## config.mk

```make
export PLATFORM = sky130hd
export DESIGN_NAME = capturador_codigo
export DESIGN_NICKNAME = d
export VERILOG_FILES = /design/src/rtl/capturador_codigo.sv
export SDC_FILE = /design/constraint.sdc
export NUM_CORES = 1
export LEC_CHECK = 0
export ABC_AREA = 1
export CAP_MARGIN = 10
export CORE_ASPECT_RATIO = 0.9
export CORE_MARGIN = 2
export CORE_UTILIZATION = 56
export CTS_BUF_LIST = sky130_fd_sc_hd__clkbuf_8
export DETAILED_ROUTE_END_ITERATION = 8
export PLACE_DENSITY = 0.81
export SETUP_SLACK_MARGIN = 0.3
export SYNTH_ARGS = -nofsm -noshare
export SYNTH_HDL_FRONTEND = slang
export SYNTH_SLANG_ARGS = --single-unit
```

## constraint.sdc

```tcl
create_clock -name clock -period 1.54 [get_ports clock]
set_input_delay 0.308 -clock clock [delete_from_list [all_inputs] [get_ports clock]]
set_output_delay 0.308 -clock clock [all_outputs]
set_load 0.05 [all_outputs]
```

## src/rtl/capturador_codigo.sv

```systemverilog
// Keypad code capture: turns N_DIGITOS debounced key presses into one packed product code
// and presents it with a valid/confirm handshake. Entries can be cancelled and time out between digits.
module capturador_codigo #(
  parameter int N_TECLAS       = 4,
  parameter int N_DIGITOS      = 2,
  parameter int TIMEOUT_CICLOS = 1000
) (
  input  logic                                     clock,
  input  logic                                     reset,
  input  logic [N_TECLAS-1:0]                      tecla,
  input  logic                                     habilita,
  input  logic                                     cancelar,
  input  logic                                     confirma,
  output logic [N_DIGITOS*$clog2(N_TECLAS)-1:0]    codigo,
  output logic                                     codigo_valido,
  output logic [$clog2(N_DIGITOS+1)-1:0]           digitos,
  output logic                                     ocupado,
  output logic                                     erro_timeout
);

  // state     | meaning
  // OCIOSO    | idle, waiting for the first digit
  // COLETANDO | entry in progress, inter-digit timer running
  // PRONTO    | completed code presented, waiting for confirma
  localparam int W  = $clog2(N_TECLAS);
  localparam int CW = N_DIGITOS * W;
  localparam int DW = $clog2(N_DIGITOS + 1);
  localparam int TW = $clog2(TIMEOUT_CICLOS);

  localparam logic [1:0] OCIOSO    = 2'd0;
  localparam logic [1:0] COLETANDO = 2'd1;
  localparam logic [1:0] PRONTO    = 2'd2;

  localparam logic [TW-1:0] T_MAX = TW'(TIMEOUT_CICLOS - 1);
  localparam logic [DW-1:0] N_MAX = DW'(N_DIGITOS);

  logic [1:0]          estado;
  logic [N_TECLAS-1:0] tecla_ant;
  logic [TW-1:0]       timer;
  logic [CW-1:0]       sr;
  logic [CW-1:0]       sr_next;
  logic [W-1:0]        indice;
  logic [DW-1:0]       digito_k;
  logic                novo;
  logic                aceita;
  logic                ultimo;

  // Lowest set line wins when several keys are pressed together.
  always_comb begin
    indice = '0;
    for (int i = N_TECLAS - 1; i >= 0; i--) begin
      if (tecla[i]) indice = W'(i);
    end
  end

  assign novo     = (tecla != '0) && (tecla_ant == '0);
  assign aceita   = novo && habilita && !cancelar &&
                    ((estado == OCIOSO) || (estado == COLETANDO));
  assign digito_k = digitos + 1'b1;
  assign ultimo   = (digito_k == N_MAX);

  // Digit 1 lands in the MSB field, the last digit in the LSB field.
  always_comb begin
    sr_next = sr;
    for (int k = 0; k < N_DIGITOS; k++) begin
      if (digitos == DW'(k)) sr_next[CW-W*(k+1) +: W] = indice;
    end
  end

  always_ff @(posedge clock or posedge reset) begin
    if (reset) begin
      estado       <= OCIOSO;
      tecla_ant    <= '0;
      timer        <= '0;
      sr           <= '0;
      codigo       <= '0;
      digitos      <= '0;
      erro_timeout <= 1'b0;
    end else begin
      tecla_ant    <= tecla;
      erro_timeout <= 1'b0;
      if (cancelar) begin
        estado  <= OCIOSO;
        digitos <= '0;
        sr      <= '0;
        timer   <= '0;
      end else begin
        case (estado)
          OCIOSO, COLETANDO: begin
            if (aceita) begin
              timer <= '0;
              if (ultimo) begin
                codigo  <= sr_next;
                sr      <= '0;
                digitos <= '0;
                estado  <= PRONTO;
              end else begin
                sr      <= sr_next;
                digitos <= digito_k;
                estado  <= COLETANDO;
              end
            end else if (estado == COLETANDO) begin
              if (timer == T_MAX) begin
                estado       <= OCIOSO;
                digitos      <= '0;
                sr           <= '0;
                timer        <= '0;
                erro_timeout <= 1'b1;
              end else begin
                timer <= timer + 1'b1;
              end
            end
          end
          PRONTO: begin
            if (confirma) estado <= OCIOSO;
          end
          default: estado <= OCIOSO;
        endcase
      end
    end
  end

  assign codigo_valido = (estado == PRONTO);
  assign ocupado       = (estado == COLETANDO);

endmodule

```

Yosys cells after proc, flatten, opt, wreduce, memory -nomap -nowiden
Index checks and enable logic that the tools add are counted.
Word-level totals
  output and inout bits: 9
  input port bits: 9
  logic and storage cells: 69
  bits in registers: 27
Operators by class
  bitwise logic cells: 1
  add/sub/neg operators: 2
  reductions and logical operators: 18
  eq/ne operators: 8
  muxes and demuxes: 33
Operators with widths (count)
  $mux W10: 5
  $mux W2: 16
  $mux W4: 6
  $add A10 B1 Y10 const B: 1
  $eq A10 B10 Y1 const B: 1
  $ne A4 B4 Y1 const B: 2
  $reduce_and A3 Y1: 2
  $reduce_bool A3 Y1: 2
  $mux W1: 5
  $eq A2 B1 Y1 const B: 2
  $eq A2 B2 Y1 const B: 2
  $logic_and A1 B1 Y1: 4
  $logic_not A2 Y1: 2
  $logic_not A4 Y1: 1
  $pmux W2 S2: 1
  $reduce_and A4 Y1: 1
  $reduce_bool A4 Y1: 1
  $ne A3 B3 Y1 const B: 1
  $add A2 B1 Y2 const B: 1
  $reduce_and A2 Y1: 1
  $reduce_bool A2 Y1: 1
  $reduce_or A2 Y1: 1
  $logic_not A1 Y1: 1
  $logic_or A1 B1 Y1: 1
  $not A1 Y1: 1

Depth between registers and ports, before layout
  word-level depth: 9
  depth in mapped cells: 10
  depth with buffers taken out: 9

Worst setup path before layout
Ideal clock, no wire load.
  path kind: register -> register
  from: register estado[0]
  to: register digitos[0]
  library setup time: 143 ps
  arrival: 1693 ps
  path slack: -296 ps
  period minus slack after synthesis: 1836 ps
  cell stages (with the launch flop): 9
  required time: 1397 ps
  buffers on the path: 1
  cells stage by stage: dfrtp_1 inv_1 nor2_1 nor2_1 nand2_4 nand2_1 buf_6 nand2_1 o21ai_1
Between the ends
  longest elaborated chain between the ends: 6
  elaborated cells between the ends (all ways): 12
  those cells by class: eq/ne (1); mux (3); reduce/logical (8)
RTL lines
  start, declared: RTL line 37  | logic [1:0] estado;
  start signal, assigned: RTL line 72  | estado <= OCIOSO;
  start signal, assigned: RTL line 83  | estado <= OCIOSO;
  start signal, assigned: RTL line 96  | estado <= PRONTO;
  $eq A2 B1 Y1 (*)
  net ocupado: RTL line 17  | output logic ocupado,
  $logic_or A1 B1 Y1: RTL line 58  | ((estado == OCIOSO) || (estado == COLETANDO));
  $logic_and A1 B1 Y1: RTL line 57  | assign aceita = novo && habilita && !cancelar &&
  $mux W2: RTL line 90  | if (aceita) begin
  $mux W2: RTL line 88  | case (estado)
  $mux W2: RTL line 82  | if (cancelar) begin
  end signal, assigned: RTL line 99  | digitos <= digito_k;
  end, declared: RTL line 16  | output logic [$clog2(N_DIGITOS+1)-1:0] digitos,
Mark *: on every way through the listed nets, which the timed path passes. The rest lies on a longest branch. The select of a mux whose other input is x is not followed.
A chain may end at the register's enable or synchronous reset.

Final worst setup path
  from: register tecla_ant[1]
  to: register estado[0]
Between the ends
  longest elaborated chain between the ends: 8
  elaborated cells between the ends (all ways): 11
  those cells by class: eq/ne (2); mux (3); reduce/logical (6)
RTL lines
  start, declared: RTL line 38  | logic [N_TECLAS-1:0] tecla_ant;
  start signal, assigned: RTL line 80  | tecla_ant <= tecla;
  $logic_not A4 Y1 (*): RTL line 56  | assign novo = (tecla != '0) && (tecla_ant == '0);
  $logic_and A1 B1 Y1 (*): RTL line 56
  $logic_and A1 B1 Y1 (*) (3 in series): RTL line 57
  $mux W2: RTL line 90
  $pmux W2 S2: RTL line 88
  $mux W2: RTL line 82
  end signal, assigned: RTL line 83
  end signal, assigned: RTL line 96
  end signal, assigned: RTL line 100  | estado <= COLETANDO;
Mark *: on every way between the ends. The rest lies on a longest branch, timed or not.

==> results.md <==
* Clk_lat worst skew at 0.28 ns
* Die Area at 2740 um2
* First-pass GRT wire length at 6110 um
* P per Cell Area at 695 nW/um2
* Die height at 49.9 um
* Area Overhead vs Synth at 51.0%
* Crit start category: flip-flop
* Max Root-Sink Buffers at 2
* Core area at 2200 um2
* Cts bufs inserted at 3
* Top-area cell type share of the netlist area at 47.8%
* Drt first pass iters at 4
* Worst Path Arrival at 1.67 ns
* Initial antenna violation count at 0
* LEAKAGE at 0.980 nW
* Setup CP Type: reg2reg
* Gr usage total at 31.6%
* Synth Area in Simple Gates at 35.5%
* Min Tclk post-route at 1.48 ns
* WP data required at 1.72 ns
* Die width at 55.0 um
* Final WL at 4310 um
* Final setup violation count at 0
* Worst-margin pin slew at 0.477 ns
* Root buffer cell: clkbuf_8
* Worst Hold Margin at 0.374 ns
* Worst setup EP type: flip-flop
* CTS tree: done
* Cells after synthesis at 171
* Port bufs at 17
* Post-synthesis sequential area ratio at 47.8%
* Total Negative Setup Slacks at 0 ns
* Synth warn at 0
* Fin. Hold Viols at 0
* Clock slew at reported path FFs at 0.09 ns
* Clock Skews at 0.00844 ns
* Placed cells at 226
* Mapped Nets at 181
* Mean number of vias per cell at 5.64
* Row count at 16
* Diodes inserted at 0
* Xor-xnor portion of the synthesized cell area at 0.669%
* Post-route insts no fill at 239
* R2r startpoint: tecla_ant[1]
* Largest family of logic cells by synthesized area: simple AND/OR/NAND/NOR gates
* Overflow after GRT at 0
* Vias at 1,348
* Maximum fanout along the worst path at 7
* CTS Sinks at 25
* Syn avg cell area at 7.65 um2
* Largest net degree at the start of global routing at 26
* Vias in the first global route at 1,381
* Area of the mapped netlist at 1310 um2
* Layout cell share with drive strength beyond 1 at 38.7%
* Fin util at 89.7%
* Post-route ant nets at 0
* R2r endpoint: estado[0]
* Drt initial violations at 47
* Pre-CTS setup slack at -0.269 ns
* Fill cells at 93
* Initial Utilization at 59.4%
* Compound-Gate Fraction of Synth Area at 4.11%
* Fmax at 675 MHz
* Slew HR at 68.2%
* Critical path startpoint: tecla_ant[1]
* Post-Synth Adder-Cell Area at 0.956%
* Final Wtd Congestion at 0.915
* Post-DR wirelength/cell at 18.1 um
* Critical Path End: estado[0]
* R2R Setup Slk at 0.06 ns
* Leading post-synthesis cells by cell area: dfrtp_1, nand2_1, nor2_1, inv_1, nand3_1
* I/O pins at 18
* Status: complete, no violations
* H-Tree Depth at 1
* Multiplexer share of the synthesized area at 1.53%
* Final setup margin at 0.0594 ns
* #FFs+latches synth at 25
* Fin crit share at 96.1%
* RSZ-0062 raised after global routing: true
* Max Cap Viol at 0
* Post-detail-place hpwl at 2390 um
* Worst-case reg-to-reg path depth at 7
* Peak supply drop at 873 uV
* DRC Markers at 0
* Nets at 223
* Yosys top cell by area: dfrtp_1
* Count of cell types in the netlist at 22
* Hold Crit Class: in2async
* Final Slew Violations at 0
what timing repair did:
item                                    in CTS  in global routing
gates resized for setup                     40                 22
setup buffers                                4                  3
endpoints found under the setup margin      22                 23
hold buffers                                 0                  0
gates cloned                                 2                  0
pin swaps                                   15                 12
power breakdown:
part           internal (mW)  switching, mW  leakage [nW]
combinational          0.112          0.152         0.622
clock                  0.179          0.218        0.0269
sequential             0.679         0.0339         0.331
layout by cell type (no fill, tap or decap), drive strengths merged:
master / instances
mux2i: 2
ha: 1
xor2: 1
clkbuf: 3
nand2: 52
o21ai: 6
o41ai: 1
a21oi: 3
buf: 29
nor3: 2
clkdlybuf4s50: 2
dfrtp: 25
nand3: 16
and3: 1
nor2: 29
dlygate4sd2: 6
nand4: 4
inv: 28
nor4: 1
through the flow:
stage | instance area, um2 | power, mW
after CTS | 1880 | 1.31
after floorplan | 1340 | 0.817
after global routing | 1980 | 1.41
after global placement | 1700 | 0.895
after detailed placement | 1700 | 0.906
final | 1980 | 1.37
synth_stat cells, drive strengths merged:
| master | instances |
|---|---|
| inv | 27 |
| dfrtp | 25 |
| buf | 2 |
| xor2 | 1 |
| nand2 | 50 |
| nand4 | 4 |
| nand3 | 16 |
| o21ai | 6 |
| ha | 1 |
| nor4 | 1 |
| and3 | 1 |
| nor3 | 2 |
| a21oi | 3 |
| mux2i | 2 |
| o41ai | 1 |
| nor2 | 29 |
metal layers:
metal	share of wire, %	track usage, %	up-vias
li1	-	-	619
met1	39	37.2	649
met2	50	53.4	65
met3	7.1	9.70	15
met4	3.7	10.2	0
met5	0	0	-
state kept, by name, indices dropped and copies added (netlist names):
signal / count
timer: 10
codigo: 4
tecla_ant: 4
digitos: 2
estado: 2
sr: 2
erro_timeout: 1
kinds of logic (layout without fill, tap and decap cells):
logic type | count (synthesis) | count (layout)
adder cells (fa/ha/maj) | 1 | 1
multiplexers | 2 | 2
AO/OA/AOI/OAI | 10 | 10
flip-flops | 25 | 25
AND/OR/NAND/NOR | 103 | 105
XOR/XNOR | 1 | 1
buffers and inverters | 29 | 68
worst max-delay path, cell delays in order, from the launching register on:
cell and delay, ns:
dfrtp_1 0.41, inv_2 0.07, nand2_2 0.06, nor2_4 0.11
nand4_4 0.23, nand2_8 0.23, inv_8 0.06, o21ai_1 0.20
worst min path at each step:
stage | depth (start not counted) | slack (ns) | to | start
5_1_grt | 2 | 0.41 | tecla_ant[0] | tecla[0]
3_3_place_gp | 2 | 0.45 | sr[3] | sr[3]
4_1_cts | 3 | 0.40 | timer[1] | reset
2_1_floorplan | 1 | 0.34 | codigo[0] | reset
6_report | 3 | 0.37 | erro_timeout | reset
3_5_place_dp | 2 | 0.46 | sr[3] | sr[3]
final cells by class:
type / count / area (um2) / share of cell area [%]
Inverter: 27 / 111 / 5.64
Multi-Input combinational cell: 119 / 747 / 37.8
Clock buffer: 3 / 41.3 / 2.09
Tap cell: 27 / 33.8 / 1.71
Sequential cell: 25 / 629 / 31.9
Clock inverter: 1 / 3.75 / 0.190
Timing Repair Buffer: 37 / 409 / 20.7
(Power assumes the default switching activity.)
==> patch 1 (same flow settings) <==
Register the outputs `codigo_valido` and `ocupado`, without a reset; this adds one clock of latency there. The other outputs are not delayed to match.
--- a/src/rtl/capturador_codigo.sv
+++ b/src/rtl/capturador_codigo.sv
@@ -120,8 +120,10 @@
     end
   end
 
-  assign codigo_valido = (estado == PRONTO);
-  assign ocupado       = (estado == COLETANDO);
+  always_ff @(posedge clock) begin
+    codigo_valido <= (estado == PRONTO);
+    ocupado       <= (estado == COLETANDO);
+  end
 
 endmodule
 
Formal check against the unedited RTL: not equivalent (a bounded check fails within 4 cycles, from zero or initial values and one cycle with reset high).
==> patch 1 against the original RTL <==
Area after synthesis up 6.3%; cell count up 4.2%; total power decreased by 3.2%; clock skew shrank 0.0033 ns; sequential cell count up 2; sequential share of layout area is 0.77 points higher; final area rose by 4.1%; routed wire length is 3.6% lower; die area rose by 5.8%; worst setup slack improved by 0.061 ns; synthesized cell count increased by 1.8%.
==> patch 1: results (changes against the original RTL) <==
| Metric | Value |
|---|---|
| Non-clock buffers | 45 (+22%) |
| Synth top cells by count | 47 x nand2_1, 25 x dfrtp_1, 23 x inv_1, 22 x nor2_1, 12 x nand3_1 |
| Inverters excl. clock | 26 (-3.7%) |
| Number of global-route vias before repair | 1368 (-0.94%) |
| Finished Cell Area | 2056 um2 (+4.1%) |
| Pre-CTS setup slack | -0.2951 ns (-0.02636 ns) |
| Via density per instance | 5.743 (+1.8%) |
| Total wire length | 4.157 mm (-3.6%) |
| Multi-input logic area | 745.7 um2 (-0.17%) |
| Worst path arrival time | 1.59 ns (-0.08 ns) |
| Register area share after synthesis | 47.84% (about the same) |
| DR iter-0 viols | 71 (+51%) |
| Clk_skew | 0.005128 ns (-0.003313 ns) |
| Critical-path top delay cell | dfrtp_1 |
| Share of layout cells above drive strength 1 | 41.63% (+2.9 points) |
| Status | finished, final reports clean |
| Peak supply drop | 0.0005865 V (-33%) |
| Internal power | 0.9809 mW (+1.2%) |
| Initial antenna violation count | 0 (unchanged) |
| FF-to-FF path depth | 9 (+2) |
| FILL cells | 120 (+29%) |
| Tapcells | 28 (+3.7%) |
| First-pass GRT wire length | 6.051 mm (-0.90%) |
| HPWL after detailed placement | 2.378 mm (-0.34%) |
| Area contributors post-synth | dfrtp_1 45%, nand2_1 13%, inv_1 6.2%, nor2_1 5.9%, nand3_1 4.3% |
| Leak | 1.028 nW (+4.9%) |
| Synth async-reset ratio | 92.59% (-7.4 points) |
| Inst Count DP | 233 (+3.1%) |
| GPL Wtd Cong | 0.8575 (-6.3%) |
| Metal3 WL | 292 um (-4.9%) |
| Routed wl met2 | 2.067 mm (-4.1%) |
| Met1 usage | 35.73% (-1.5 points) |
| Max Clock Freq | 0.7044 GHz (+4.3%) |
| GRT met3 Usage | 4.051% (-5.6 points) |
| Top FF cell, synth | dfrtp_1 |
| NonClk Buf Share | 22.03% (+1.3 points) |
| Reg2reg end | sr[2] |
| Clk cell area share | 2.252% (-0.028 points) |
| Yosys cell types | 29 (+32%) |
| Sequential share of cell area | 32.62% (+0.77 points) |
| Worst R2R Start | timer[6] |
| FF-to-FF setup slack | 0.12 ns (+0.06 ns) |
| Dpl cell area | 1762 um2 (+3.9%) |
| Relative slew slack | 77.81% (+9.6 points) |
| Buffers on Ports | 17 (unchanged) |
| Drt wl/cell | 16.69 um (-7.5%) |
| M1 WL | 1.617 mm (-4.3%) |
[patch 1: cell types whose count changed in the layout (fill, tap and decap cells not counted), sizes merged, moves of 2 or more]
cell,delta
buf,+8
nand4,+3
nor2,-3
a21oi,+2
dfxtp,+2
inv,-2
mux2i,-2
nand2,-2
nand3,-2
[patch 1: worst reg2reg max path, stage by stage (launching register included)]
cell	delay, ns
dfrtp_1	0.42
nand2_1	0.12
nor2_1	0.17
nand2_2	0.09
nor2_4	0.14
inv_2	0.07
nand3_4	0.10
nand2_8	0.09
nand2_2	0.08
nand2_2	0.05
[patch 1: cell families (layout without fill, tap and decap cells)]
family | Yosys count | in the layout | synth area share, %
xor+xnor | 1 | 1 | 0.6296
mux | 1 | 1 | 0.8093
compound gates | 15 | 15 | 6.205
simple gates | 101 | 101 | 34.62
fa+ha+maj | 1 | 1 | 0.8991
buf+inv | 28 | 75 | 8.992
flops | 27 | 27 | 47.84
[patch 1: worst min path at each step]
| stage | startpoint | end | slack (ns) |
|---|---|---|---|
| detailed placement | sr[3] | sr[3] | 0.46 |
| global placement | sr[2] | sr[2] | 0.46 |
| finish | reset | codigo[1] | 0.39 |
| global route | tecla[2] | tecla_ant[2] | 0.42 |
| floorplan | reset | codigo[0] | 0.34 |
| CTS | tecla[2] | tecla_ant[2] | 0.38 |
[patch 1: power groups by stage]
stage | clock network (mW) | logic, mW | registers (mW)
after CTS | 0.406 | 0.156 | 0.726
after detailed placement | 0 | 0.146 | 0.739
after global placement | 0 | 0.142 | 0.739
final | 0.416 | 0.187 | 0.726
after global routing | 0.425 | 0.198 | 0.728
after floorplan | 0 | 0.0635 | 0.749
[patch 1: timing repair]
item                       4_1_cts  5_1_grt
resized for setup               29       21
pin swaps                       19       10
setup endpoints to repair       21       21
buffers inserted                 5        7
==> patch 2 (same settings) <==
Made on the original files. `N_TECLAS`: 4 -> 2.
--- a/src/rtl/capturador_codigo.sv
+++ b/src/rtl/capturador_codigo.sv
@@ -1,7 +1,7 @@
 // Keypad code capture: turns N_DIGITOS debounced key presses into one packed product code
 // and presents it with a valid/confirm handshake. Entries can be cancelled and time out between digits.
 module capturador_codigo #(
-  parameter int N_TECLAS       = 4,
+  parameter int N_TECLAS       = 2,
   parameter int N_DIGITOS      = 2,
   parameter int TIMEOUT_CICLOS = 1000
 ) (
Interface: changed (resized codigo and tecla); port bits go from 18 to 14. The function was not compared with the original's and may differ.
==> patch 2 against the original RTL <==
Total power fell by 15%; via count fell by 3.0%; cell count fell by 9.2%; final area fell by 14%; maximum frequency rose by 2.6%; area after synthesis fell by 12%; non-clock buffer count fell by 7; synthesized cell count fell by 8.8%; global-route usage rose by 0.61 points; routed wire length fell by 7.2%; worst setup slack improved by 0.038 ns; count of clock-buffer cells in the layout did not move; sequential cell count fell by 5; largest power group unchanged; highest routed layer unchanged.
==> patch 2: results (changes against the original RTL) <==
| Metric | Value |
|---|---|
| Status | finished, final reports clean |
| HPWL after detailed placement | 1.993 mm (-16%) |
| Tot GR Track Use | 32.20% (+0.61 points) |
| Synth top cells by count | 44 x nand2_1, 24 x inv_1, 22 x nor2_1, 20 x dfrtp_1, 9 x nand3_1 |
| Clock slew at reported path FFs | 0.08 ns |
| Vias post-DR | 1307 (-3.0%) |
| Nets | 201 (-9.9%) |
| Initial antenna violation count | 0 (unchanged) |
| Top FF cell, synth | dfrtp_1 |
| Post-Synth Adder-Cell Area | 1.089% (+0.13 points) |
| CP endpoint kind | flip-flop |
| Worst path arrival time | 1.60 ns (-0.07 ns) |
| Mux contribution to synthesized area | 0% (-1.5 points) |
| Share of layout cells above drive strength 1 | 37.50% (-1.2 points) |
| CTS resizes | 21 (-48%) |
| Syn Area/Cell | 7.363 um2 (-3.8%) |
| Synth warn | 0 (unchanged) |
| Xor/xnor share of the synthesized area | 0.7625% (+0.093 points) |
| GPL Wtd Cong | 0.9549 (+4.3%) |
| Largest Register | timer |
| Final Non-Filler Cells | 217 (-9.2%) |
| Reg2reg end | timer[3] |
| Number of global-route vias before repair | 1216 (-12%) |
| Largest net degree at the start of global routing | 21 (-19%) |
| Synth async-reset ratio | 100.0% (unchanged) |
| Area contributors post-synth | dfrtp_1 44%, nand2_1 14%, inv_1 7.8%, nor2_1 7.2%, nand3_1 3.9% |
| Total wire length | 4.002 mm (-7.2%) |
| Cts bufs inserted | 3 (unchanged) |
| Setup crit start | timer[8] |
| Register area share after synthesis | 43.57% (-4.2 points) |
| Leak | 0.8288 nW (-15%) |
| First-pass GRT wire length | 5.561 mm (-8.9%) |
| Worst Hold Class | in -> reg |
| Synth Area in Compound Gates | 4.466% (+0.36 points) |
| Yosys top cell area share | 43.57% (-4.2 points) |
| Peak supply drop | 0.0008630 V (-1.1%) |
| Worst path max stage delay | 0.47 ns (+0.06 ns) |
| CTS H-Tree Depth | 1 (unchanged) |
| Power in the clock group | 0.361 mW (-9.1%) |
| Antenna diodes | 0 (unchanged) |
| Buffers on Ports | 13 (-4) |
| Yosys cell types | 20 (-9.1%) |
| Syn Nets | 164 (-9.4%) |
| Critical-path top delay cell | dfrtp_1 |
| Number of setup buffers added after CTS | 9 (+5) |
| Worst hold path depth | 1 |
| Combinational logic power | 0.244 mW (-7%) |
| DR iter-0 viols | 98 (+110%) |
| Hold_sp | tecla[1] |
| Clk_skew | 0.003164 ns (-0.005276 ns) |
| DRT Pass-1 Iters | 5 (+1) |
| Net Sw Power | 0.3432 mW (-15%) |
| Worst-Margin Slew | 0.3293 ns (-0.1475 ns) |
| Setup WS post-layout | 0.09760 ns (+0.03815 ns) |
| Delay-heaviest family, CP | simple AND/OR/NAND/NOR gates |
| Max reg flops | 10 (unchanged) |
| Crit Path Max Fanout | 5 (-2) |
| Pre-CTS setup slack | -0.1884 ns (+0.08033 ns) |
| Clk Latency, worst-skew pair | 0.26 ns (-0.02 ns) |
-- patch 2: stage by stage --
| step | power, mW | area [um2] | utilization (%) | hold slack [ns] |
|---|---|---|---|---|
| global route | 1.195 | 1690 | 87.44 | 0.3524 |
| global placement | 0.7532 | 1426 | 73.79 | 0.4538 |
| floorplan | 0.6667 | 1162 | - | 0.2718 |
| CTS | 1.130 | 1613 | 83.43 | 0.3206 |
| finish | 1.165 | 1690 | 87.44 | 0.3561 |
| detailed placement | 0.7605 | 1426 | 73.79 | 0.4863 |
-- patch 2: area by class of cell --
type | instances | area [um2]
sequential | 20 | 503.0
clock buffer | 3 | 41.29
inverter | 27 | 107.6
timing repair buffer | 30 | 326.6
tap | 25 | 31.28
clock inverter | 1 | 3.754
fill | 98 | 242.7
multi-input combinational | 111 | 676.9
-- patch 2: metal layers --
layer	track usage (%)	share of wire, %
met1	39.88	35
met2	55.38	50
met3	5.096	9.0
met4	17.37	5.6
met5	0	0
